===== src/rtl/svf_multichannel.sv =====
// Time-multiplexed Chamberlin state-variable filter. A single multiplier serves
// CHANNELS channels. Each channel keeps its own lp/bp integrators and its own
// captured F, Q1 and mode. One sample_valid strobe starts a sweep of four
// cycles per channel (LP, HP, BP, OUT), followed by a DONE cycle.
//
// Handshake: sample_valid is a single-cycle strobe and is accepted only in IDLE.
// A strobe seen in any other state, including DONE, is dropped and pulses
// overrun on the following cycle. busy is high from the cycle after acceptance
// through the last OUT cycle. out_valid is high for exactly the DONE cycle, and
// by then every channel of out has been written.
module svf_multichannel #(
  parameter int BITSIZE  = 16,
  parameter int CHANNELS = 2,
  parameter int GUARD    = 4,
  parameter int CWIDTH   = 18
) (
  input  logic                         clk,
  input  logic                         reset,
  input  logic                         sample_valid,
  input  logic [CHANNELS*BITSIZE-1:0]  in,
  input  logic [CHANNELS*CWIDTH-1:0]   F,
  input  logic [CHANNELS*CWIDTH-1:0]   Q1,
  input  logic [CHANNELS*2-1:0]        mode,
  output logic [CHANNELS*BITSIZE-1:0]  out,
  output logic                         out_valid,
  output logic                         busy,
  output logic                         overrun,
  output logic [2:0]                   dbg_state
);

  localparam int ACCW    = BITSIZE + GUARD;
  localparam int PW      = ACCW + CWIDTH + 1;
  localparam int SW      = PW + 2;
  localparam int CHW     = (CHANNELS > 1) ? $clog2(CHANNELS) : 1;
  localparam int F_SHIFT = CWIDTH - 1;   // F is unsigned 1.17
  localparam int Q_SHIFT = CWIDTH - 2;   // Q1 is unsigned 2.16

  typedef enum logic [2:0] {IDLE, S_LP, S_HP, S_BP, S_OUT, DONE} state_t;

  state_t state, state_nxt;
  logic [CHW-1:0] ch;
  logic last_ch;

  logic [CHANNELS*BITSIZE-1:0] in_cap;
  logic [CHANNELS*CWIDTH-1:0]  f_cap, q_cap;
  logic [CHANNELS*2-1:0]       mode_cap;

  logic signed [ACCW-1:0] lp_q [CHANNELS];
  logic signed [ACCW-1:0] bp_q [CHANNELS];
  logic signed [ACCW-1:0] hp_q;

  logic [BITSIZE-1:0]      x_cur;
  logic [CWIDTH-1:0]       f_cur, q_cur;
  logic [1:0]              mode_cur;
  logic signed [ACCW-1:0]  lp_cur, bp_cur, x_ext, mul_src, acc_new;
  logic signed [PW-1:0]    coef_w, mul_w, prod, prod_f, prod_q;
  logic signed [SW-1:0]    acc_sum;
  logic signed [ACCW:0]    sel;
  logic [BITSIZE-1:0]      out_new;

  function automatic logic signed [SW-1:0] ext_acc(input logic signed [ACCW-1:0] v);
    ext_acc = {{(SW-ACCW){v[ACCW-1]}}, v};
  endfunction

  function automatic logic signed [SW-1:0] ext_prod(input logic signed [PW-1:0] v);
    ext_prod = {{(SW-PW){v[PW-1]}}, v};
  endfunction

  // Clamp a wide sum into the integrator range without wrapping
  function automatic logic signed [ACCW-1:0] sat_acc(input logic signed [SW-1:0] v);
    logic signed [SW-1:0] hi, lo;
    hi = {{(SW-ACCW+1){1'b0}}, {(ACCW-1){1'b1}}};
    lo = ~hi;
    if (v > hi)      sat_acc = hi[ACCW-1:0];
    else if (v < lo) sat_acc = lo[ACCW-1:0];
    else             sat_acc = v[ACCW-1:0];
  endfunction

  // Clamp a selected integrator value into the output sample range
  function automatic logic [BITSIZE-1:0] sat_out(input logic signed [ACCW:0] v);
    logic signed [ACCW:0] hi, lo;
    hi = {{(ACCW-BITSIZE+2){1'b0}}, {(BITSIZE-1){1'b1}}};
    lo = ~hi;
    if (v > hi)      sat_out = hi[BITSIZE-1:0];
    else if (v < lo) sat_out = lo[BITSIZE-1:0];
    else             sat_out = v[BITSIZE-1:0];
  endfunction

  assign last_ch   = (ch == CHW'(CHANNELS - 1));
  assign dbg_state = state;

  // FSM state register
  always_ff @(posedge clk or posedge reset) begin
    if (reset) state <= IDLE;
    else       state <= state_nxt;
  end

  // FSM next state and status outputs
  always_comb begin
    state_nxt = state;
    busy      = 1'b0;
    out_valid = 1'b0;
    case (state)
      IDLE:  if (sample_valid) state_nxt = S_LP;
      S_LP:  begin busy = 1'b1; state_nxt = S_HP; end
      S_HP:  begin busy = 1'b1; state_nxt = S_BP; end
      S_BP:  begin busy = 1'b1; state_nxt = S_OUT; end
      S_OUT: begin busy = 1'b1; state_nxt = last_ch ? DONE : S_LP; end
      DONE:  begin out_valid = 1'b1; state_nxt = IDLE; end
      default: state_nxt = IDLE;
    endcase
  end

  // Shared multiplier and the per-state integrator update
  always_comb begin
    x_cur    = in_cap[ch*BITSIZE +: BITSIZE];
    f_cur    = f_cap[ch*CWIDTH +: CWIDTH];
    q_cur    = q_cap[ch*CWIDTH +: CWIDTH];
    mode_cur = mode_cap[ch*2 +: 2];
    lp_cur   = lp_q[ch];
    bp_cur   = bp_q[ch];
    x_ext    = {{GUARD{x_cur[BITSIZE-1]}}, x_cur};
    coef_w   = {{(PW-CWIDTH){1'b0}}, (state == S_HP) ? q_cur : f_cur};
    mul_src  = (state == S_BP) ? hp_q : bp_cur;
    mul_w    = {{(PW-ACCW){mul_src[ACCW-1]}}, mul_src};
    prod     = coef_w * mul_w;
    prod_f   = prod >>> F_SHIFT;
    prod_q   = prod >>> Q_SHIFT;
    acc_sum  = '0;
    case (state)
      S_LP:    acc_sum = ext_acc(lp_cur) + ext_prod(prod_f);
      S_HP:    acc_sum = ext_acc(x_ext) - ext_acc(lp_cur) - ext_prod(prod_q);
      S_BP:    acc_sum = ext_acc(bp_cur) + ext_prod(prod_f);
      default: acc_sum = '0;
    endcase
    acc_new = sat_acc(acc_sum);
  end

  // Output selection: LP, HP, BP or notch (hp + lp)
  always_comb begin
    sel = '0;
    case (mode_cur)
      2'd0:    sel = {lp_cur[ACCW-1], lp_cur};
      2'd1:    sel = {hp_q[ACCW-1], hp_q};
      2'd2:    sel = {bp_cur[ACCW-1], bp_cur};
      default: sel = {lp_cur[ACCW-1], lp_cur} + {hp_q[ACCW-1], hp_q};
    endcase
    out_new = sat_out(sel);
  end

  // Capture the frame and its coefficients when a strobe is accepted
  always_ff @(posedge clk or posedge reset) begin
    if (reset) begin
      in_cap   <= '0;
      f_cap    <= '0;
      q_cap    <= '0;
      mode_cap <= '0;
    end else if (state == IDLE && sample_valid) begin
      in_cap   <= in;
      f_cap    <= F;
      q_cap    <= Q1;
      mode_cap <= mode;
    end
  end

  // Channel index for the sweep
  always_ff @(posedge clk or posedge reset) begin
    if (reset)                ch <= '0;
    else if (state == IDLE)   ch <= '0;
    else if (state == S_OUT)  ch <= last_ch ? '0 : ch + CHW'(1);
  end

  // Integrator state; hp is only needed within one channel's slot
  always_ff @(posedge clk or posedge reset) begin
    if (reset) begin
      for (int i = 0; i < CHANNELS; i++) begin
        lp_q[i] <= '0;
        bp_q[i] <= '0;
      end
      hp_q <= '0;
    end else begin
      case (state)
        S_LP:    lp_q[ch] <= acc_new;
        S_HP:    hp_q     <= acc_new;
        S_BP:    bp_q[ch] <= acc_new;
        default: ;
      endcase
    end
  end

  // Output samples; unwritten channels keep their previous value
  always_ff @(posedge clk or posedge reset) begin
    if (reset)                out <= '0;
    else if (state == S_OUT)  out[ch*BITSIZE +: BITSIZE] <= out_new;
  end

  // Overrun pulse for a strobe that arrives outside IDLE
  always_ff @(posedge clk or posedge reset) begin
    if (reset) overrun <= 1'b0;
    else       overrun <= sample_valid && (state != IDLE);
  end

endmodule


===== config.mk =====
export PLATFORM = sky130hd
export DESIGN_NAME = svf_multichannel
export DESIGN_NICKNAME = d
export VERILOG_FILES = /design/src/rtl/svf_multichannel.sv
export SDC_FILE = /design/constraint.sdc
export NUM_CORES = 2
export LEC_CHECK = 0
export CORE_ASPECT_RATIO = 0.9
export CORE_MARGIN = 3
export CORE_UTILIZATION = 40
export CTS_CLUSTER_DIAMETER = 50
export CTS_CLUSTER_SIZE = 8
export DETAILED_ROUTE_END_ITERATION = 7
export GPL_TIMING_DRIVEN = 1
export SLEW_MARGIN = 20
export SYNTH_ARGS = -nofsm -noshare
export SYNTH_HDL_FRONTEND = slang
export SYNTH_SLANG_ARGS = --single-unit

===== constraint.sdc =====
create_clock -name clk -period 12.3 [get_ports clk]
set_clock_uncertainty 0.2 [all_clocks]
set_input_delay 2.46 -clock clk [delete_from_list [all_inputs] [get_ports clk]]
set_output_delay 2.46 -clock clk [all_outputs]
set_load 0.05 [all_outputs]

Yosys cells after proc, flatten, opt, wreduce, memory -nomap -nowiden. Index checks and enable logic that the tools add are counted. W data, S select, Z words.

Add/sub/neg operators: 7. Multiply operators: 2. Divide/modulo/power cells: 0. Magnitude comparators: 6. Equality and inequality tests: 8. Shift-type cells: 6. Mux-type cells: 27. Bitwise logic cells: 1. Reductions and logical operators: 8.

Operator list (number): $mux W20 (10); $pmux W41 S3 (1); $bwmux W40 (2); $shiftx A36 B7 Y18 (2); $pmux W21 S3 (1); $add A20 B22 Y23 (2); $gt A41 B20 Y1 const B (1); $lt A41 B20 Y1 const B (1); $mul A19 B20 Y39 (1); $neg A5 Y34 (1); $shift A16 B34 Y32 const A (1); $shiftx A16 B34 Y32 (1); $bwmux W32 (1); $mux W16 (2); $shiftx A32 B6 Y16 (1); $sub A21 B23 Y24 (1); $add A20 B20 Y21 (1); $gt A21 B16 Y1 const B (1); $lt A21 B16 Y1 const B (1); $sub A16 B20 Y21 (1); $demux W20 S1 (1); $mux W18 (1); $pmux W3 S5 (1); $eq A3 B2 Y1 const B (2); 19 further kinds (27).

Register bits after elaboration: 245. Bits in latches: 0. Memory bits (writable): 0. Bits in read-only memories: 0. Bits of input ports: 111. Output and inout bits: 38. Word-level logic and storage cells: 78. Memories: 0.

Longest topological paths before layout.
Depth after elaboration: 12. Depth in mapped cells: 52. Mapped depth without buffers: 45.

Least setup slack after synthesis. Ideal clock, no wire load.

Kind: register to register. Start point: register ch. End point: register hp_q[3]. Library setup time: 0.088 ns. Arrival time: 12.679 ns. Required time: 12.012 ns. Setup slack: -0.667 ns. Cell stages (with the launch flop): 46. Buffers on the path: 10. Period minus slack after synthesis: 12.967 ns. Cell sequence: dfrtp_1 buf_2 buf_1 clkbuf_1 buf_1 clkbuf_1 clkbuf_1 buf_1 nand3_1 o21ai_0 clkbuf_1 nor2_1 fa_1 inv_1 fa_1 fa_1 inv_1 fa_1 [10 not listed] o21bai_1 a21oi_1 o21ai_0 o41ai_1 o21bai_1 xor2_1 fa_1 inv_1 ha_1 or2_2 o41ai_1 xnor2_1 a211o_1 nor3_2 a21boi_4 nand2_1 buf_2 o211ai_1.

Word-level cells in the longest chain between the ends: 11. Elaborated cells on any way between the ends: 23. Those cells by class: add/sub (4); mul (2); order compare (2); shift (3); mux (11); bitwise (1).

Ends and longest elaborated chain: start, declared (line 41) `logic [CHW-1:0] ch;`; start signal, assigned (line 170) `else if (state == S_OUT) ch <= last_ch ? '0 : ch + CHW'(1);`; parallel branches: the longest is 7 deep, another holds $mul A19 B20 Y39; $pmux W41 S3 * (line 130) `case (state)`; $lt A41 B20 Y1 (line 75) `else if (v < lo) sat_acc = lo[ACCW-1:0];`; $mux W20 (line 75); $mux W20 * (line 74) `if (v > hi) sat_acc = hi[ACCW-1:0];`; end signal, assigned (line 184) `S_HP: hp_q <= acc_new;`; end, declared (line 50) `logic signed [ACCW-1:0] hp_q;`.

Mark *: on every way between the ends. The select of a mux whose other input is x is not followed. A chain may end at the register's enable or synchronous reset.

Worst setup path in the final report.
Start point: register state[2] (netlist: dbg_state[2]). End point: register lp_q[32] (netlist bit).

Word-level cells in the longest chain between the ends: 9. Elaborated cells on any way between the ends: 15. Those cells by class: add/sub (3); mul (1); order compare (2); eq/ne (3); mux (6).

Ends and longest elaborated chain: start, declared (line 40) `state_t state, state_nxt;`; start signal, assigned (line 95) `else state <= state_nxt;`; $eq A3 B2 Y1, on equally long branches (line 123, 130, 124); $mux W18 / $mux W20 (equally long branches) (line 123, 124); $mul A19 B20 Y39 (line 126) `prod = coef_w * mul_w;`; $sub A21 B23 Y24 (tied with other cells) (line 132) `S_HP: acc_sum = ext_acc(x_ext) - ext_acc(lp_cur) - ext_prod(prod_q);`; $pmux W41 S3 (line 130); $lt A41 B20 Y1 (line 75); $mux W20 (line 75); $mux W20 (line 74); $bwmux W40 (line 183) `S_LP: lp_q[ch] <= acc_new;`; end signal, assigned by index (line 183); end, declared (line 48) `logic signed [ACCW-1:0] lp_q [CHANNELS];`.

Several ways; a longest one is shown, not always the timed one.

==> results.json <==
{
  "run_status": "completed",
  "synthCells": 3263,
  "crit-reg2reg-launch": "dbg_state[2]",
  "vias_per_cell": 5.361,
  "reg2reg_to": "lp_q[32]",
  "die_y_um": 264.0,
  "fin_crit_sh_pct": 95.78,
  "cts_sinks": 245,
  "dr_total_vias": 23560,
  "async_flop_share_pct": 100.0,
  "path_delay_family": "compound AO/OA/AOI/OAI gates",
  "rows": 93,
  "synth_cell_types": 79,
  "yosysWarnings": 0,
  "avgSynthCellArea_um2": 9.067,
  "yosys.area.top_type": "fa_1",
  "setup-violations-final": 0,
  "ys_seq_area_share_pct": 20.72,
  "finalNetCount": 4122,
  "worst_slew_pin_slew_ns": 1.142,
  "grt_pass1_wl_um": 138200,
  "synth-edff-count": 0,
  "io_pins": 149,
  "htree_num_levels": 2,
  "post_dp_cell_area_um2": 32700,
  "final_area_um2": 34150,
  "syn2layout_area_growth_pct": 15.42,
  "r2r_cells": 46,
  "hp-class": "flip-flop to flip-flop",
  "placedCellCount": 4330,
  "routed_wl_um": 90570,
  "antenna_found_initial": 3,
  "slew-limit-headroom_pct": 23.30,
  "max_stage_delay_ns": 0.58,
  "drive_gt1_share_pct": 11.88,
  "worstPathArrival_ns": 11.96,
  "fp.coreArea_um2": 72380,
  "grt_pass1_vias": 23300,
  "rrSetupSlack_ns": 0.52,
  "first_iter_violations": 1826,
  "insertion_delay_ns": 0.55,
  "netlist.area_leader.share_pct": 26.19,
  "fmax_mhz": 84.89,
  "grt_max_degree": 113,
  "dp_hpwl_um": 71350,
  "drtPass1Iterations": 5,
  "synth_area_um2": 29590,
  "synthTopCellsByArea": "fa_1 26%, dfrtp_1 21%, ha_1 8.0%, inv_1 6.5%, mux2_2 5.5%",
  "drtAntennaViolNets": 0,
  "die_x_um": 292.7,
  "min_period_ns": 11.78,
  "gr-usage-all-layers_pct": 22.91,
  "cp.required_ns": 12.48,
  "drc": 0,
  "root_buffer": "clkbuf_16",
  "synth_flop_cell": "dfrtp_1",
  "critPathKind": "flip-flop to flip-flop",
  "worst_setup_path_start_kind": "flip-flop",
  "worst_setup_path_end_kind": "flip-flop",
  "slew_viol_final": 0,
  "ys_ff_latch": 245,
  "critical_path_buf_inv_count": 10,
  "overflow": 0,
  "crit_fanout": 18,
  "gp_congestion": 0.9632,
  "die_area_um2": 77270,
  "crit_slowest_cell": "or3b_4",
  "hold_violations": 0,
  "cts_tree": "yes",
  "clock_path_buffers": 3,
  "drv_cap": 0,
  "cp_common_cell": "fa_1",
  "portBuffers": 148,
  "routedWlPerCell_um": 20.61,
  "critPathLaunch": "dbg_state[2]",
  "cp_num_cells": 46,
  "cts_buffers": 39,
  "synth_nets": 3950,
  "start_util_pct": 40.88,
  "crit_path_end": "lp_q[32]",
  "clkSlewWorstSetupHoldPaths_ns": 0.05,
  "fin_cells": 4395
}
## registers in the layout, summed over array words and instances, names as in the netlist
signal and cells:
in_cap 32, bp_q 40, dbg_state 3, hp_q 20
q_cap 36, out 32, f_cap 36, mode_cap 4
ch 1, lp_q 40, overrun 1
## logic make-up after synthesis
kind of cell,after synthesis,share of synthesized area (%)
flops,245,20.72
simple gates,935,13.66
mux,199,7.858
buf+inv,665,8.505
fa+ha+maj,579,34.28
compound gates,537,11.92
xor+xnor,103,3.049
## cell usage after synthesis, drive strengths merged (5+ instances only)
cell     instances
a22oi            7
a211oi          25
a21oi          119
nor4             8
nor3            29
xor2            35
or2             21
and2            28
o22ai           14
o211ai          70
nor2b           19
o21ai          134
nand2b          33
nand4           13
a21o            56
buf             19
nand3           50
fa             387
o21bai          16
a2111oi          5
or3              8
dfrtp          245
mux2           146
inv            517
a31oi            7
nor2           329
a211o            8
mux2i           41
o31ai            8
and4             5
clkbuf         129
xnor2           68
o221ai           5
mux4            12
ha             189
nand2          377
o21a            30
## worst min-delay path by stage
stage	startpoint	end	slack [ns]	cells past startpoint
finish	out[4]	out[4]	0.28	2
global placement	out[4]	out[4]	0.26	2
global route	out[4]	out[4]	0.30	2
floorplan	lp_q[10]	lp_q[10]	0.26	2
detailed placement	out[4]	out[4]	0.27	2
CTS	out[4]	out[4]	0.28	2
## per-layer routing
| metal | GRT usage, % | part of all wire, % |
|---|---|---|
| met5 | 0 | 0 |
| met1 | 32.78 | 44 |
| met3 | 4.682 | 9.0 |
| met4 | 5.502 | 2.6 |
| met2 | 35.72 | 45 |
## cell type report
cell class                      instances  area [µm²]
Fill cell                            6969       38230
Multi-Input combinational cell       2357       21210
Sequential cell                       245        6135
Timing Repair Buffer                  275        2534
Inverter                              517        1948
Tap cell                              950        1189
Clock buffer                           42       987.2
Clock inverter                          8       138.9
Antenna cell                            1       2.502
## placed cells by master (no fill, tap or decap), types with 56 or more instances in the layout
master           netlist  routed
a21o_1                56      56
a21oi_1              114     111
buf_4                  1     118
clkdlybuf4s50_1        0     148
dfrtp_1              245     244
fa_1                 387     387
ha_1                 189     189
inv_1                516     514
mux2_2               145     145
nand2_1              377     376
nor2_1               329     326
o211ai_1              67      67
o21ai_0              128     106
xnor2_1               68      61
## per-stage QoR
stage | util [%] | hold WS, ns | TNS, ns | setup slack [ns]
after CTS | 46.73 | 0.2824 | 0 | 0.07421
after global placement | 45.17 | 0.2609 | 0 | 0.2038
after floorplan | - | 0.2570 | 0 | 0.05654
after global routing | 47.18 | 0.2998 | -0.3676 | -0.05097
final | 47.18 | 0.2793 | 0 | 0.5194
after detailed placement | 45.17 | 0.2720 | 0 | 0.1332
## worst reg2reg max path: cells and delay by family (launching register included)
| kind | cells | cell delay (ns) |
|---|---|---|
| compound gates | 19 | 3.85 |
| xor+xnor | 1 | 0.36 |
| fa+ha+maj | 8 | 3.72 |
| buf+inv | 10 | 1.29 |
| flops | 1 | 0.41 |
| mux | 1 | 0.41 |
| simple gates | 7 | 1.38 |
## repair_timing
action,CTS,global route
setup endpoints to repair,0,99
gates resized for setup,0,42
hold buffers,0,0
endpoints found under the hold margin,0,0
setup buffers,0,10
Power is left out: the tool's default activity adds up to more than one toggle a clock period on the data nets, which glitch-free logic cannot reach.
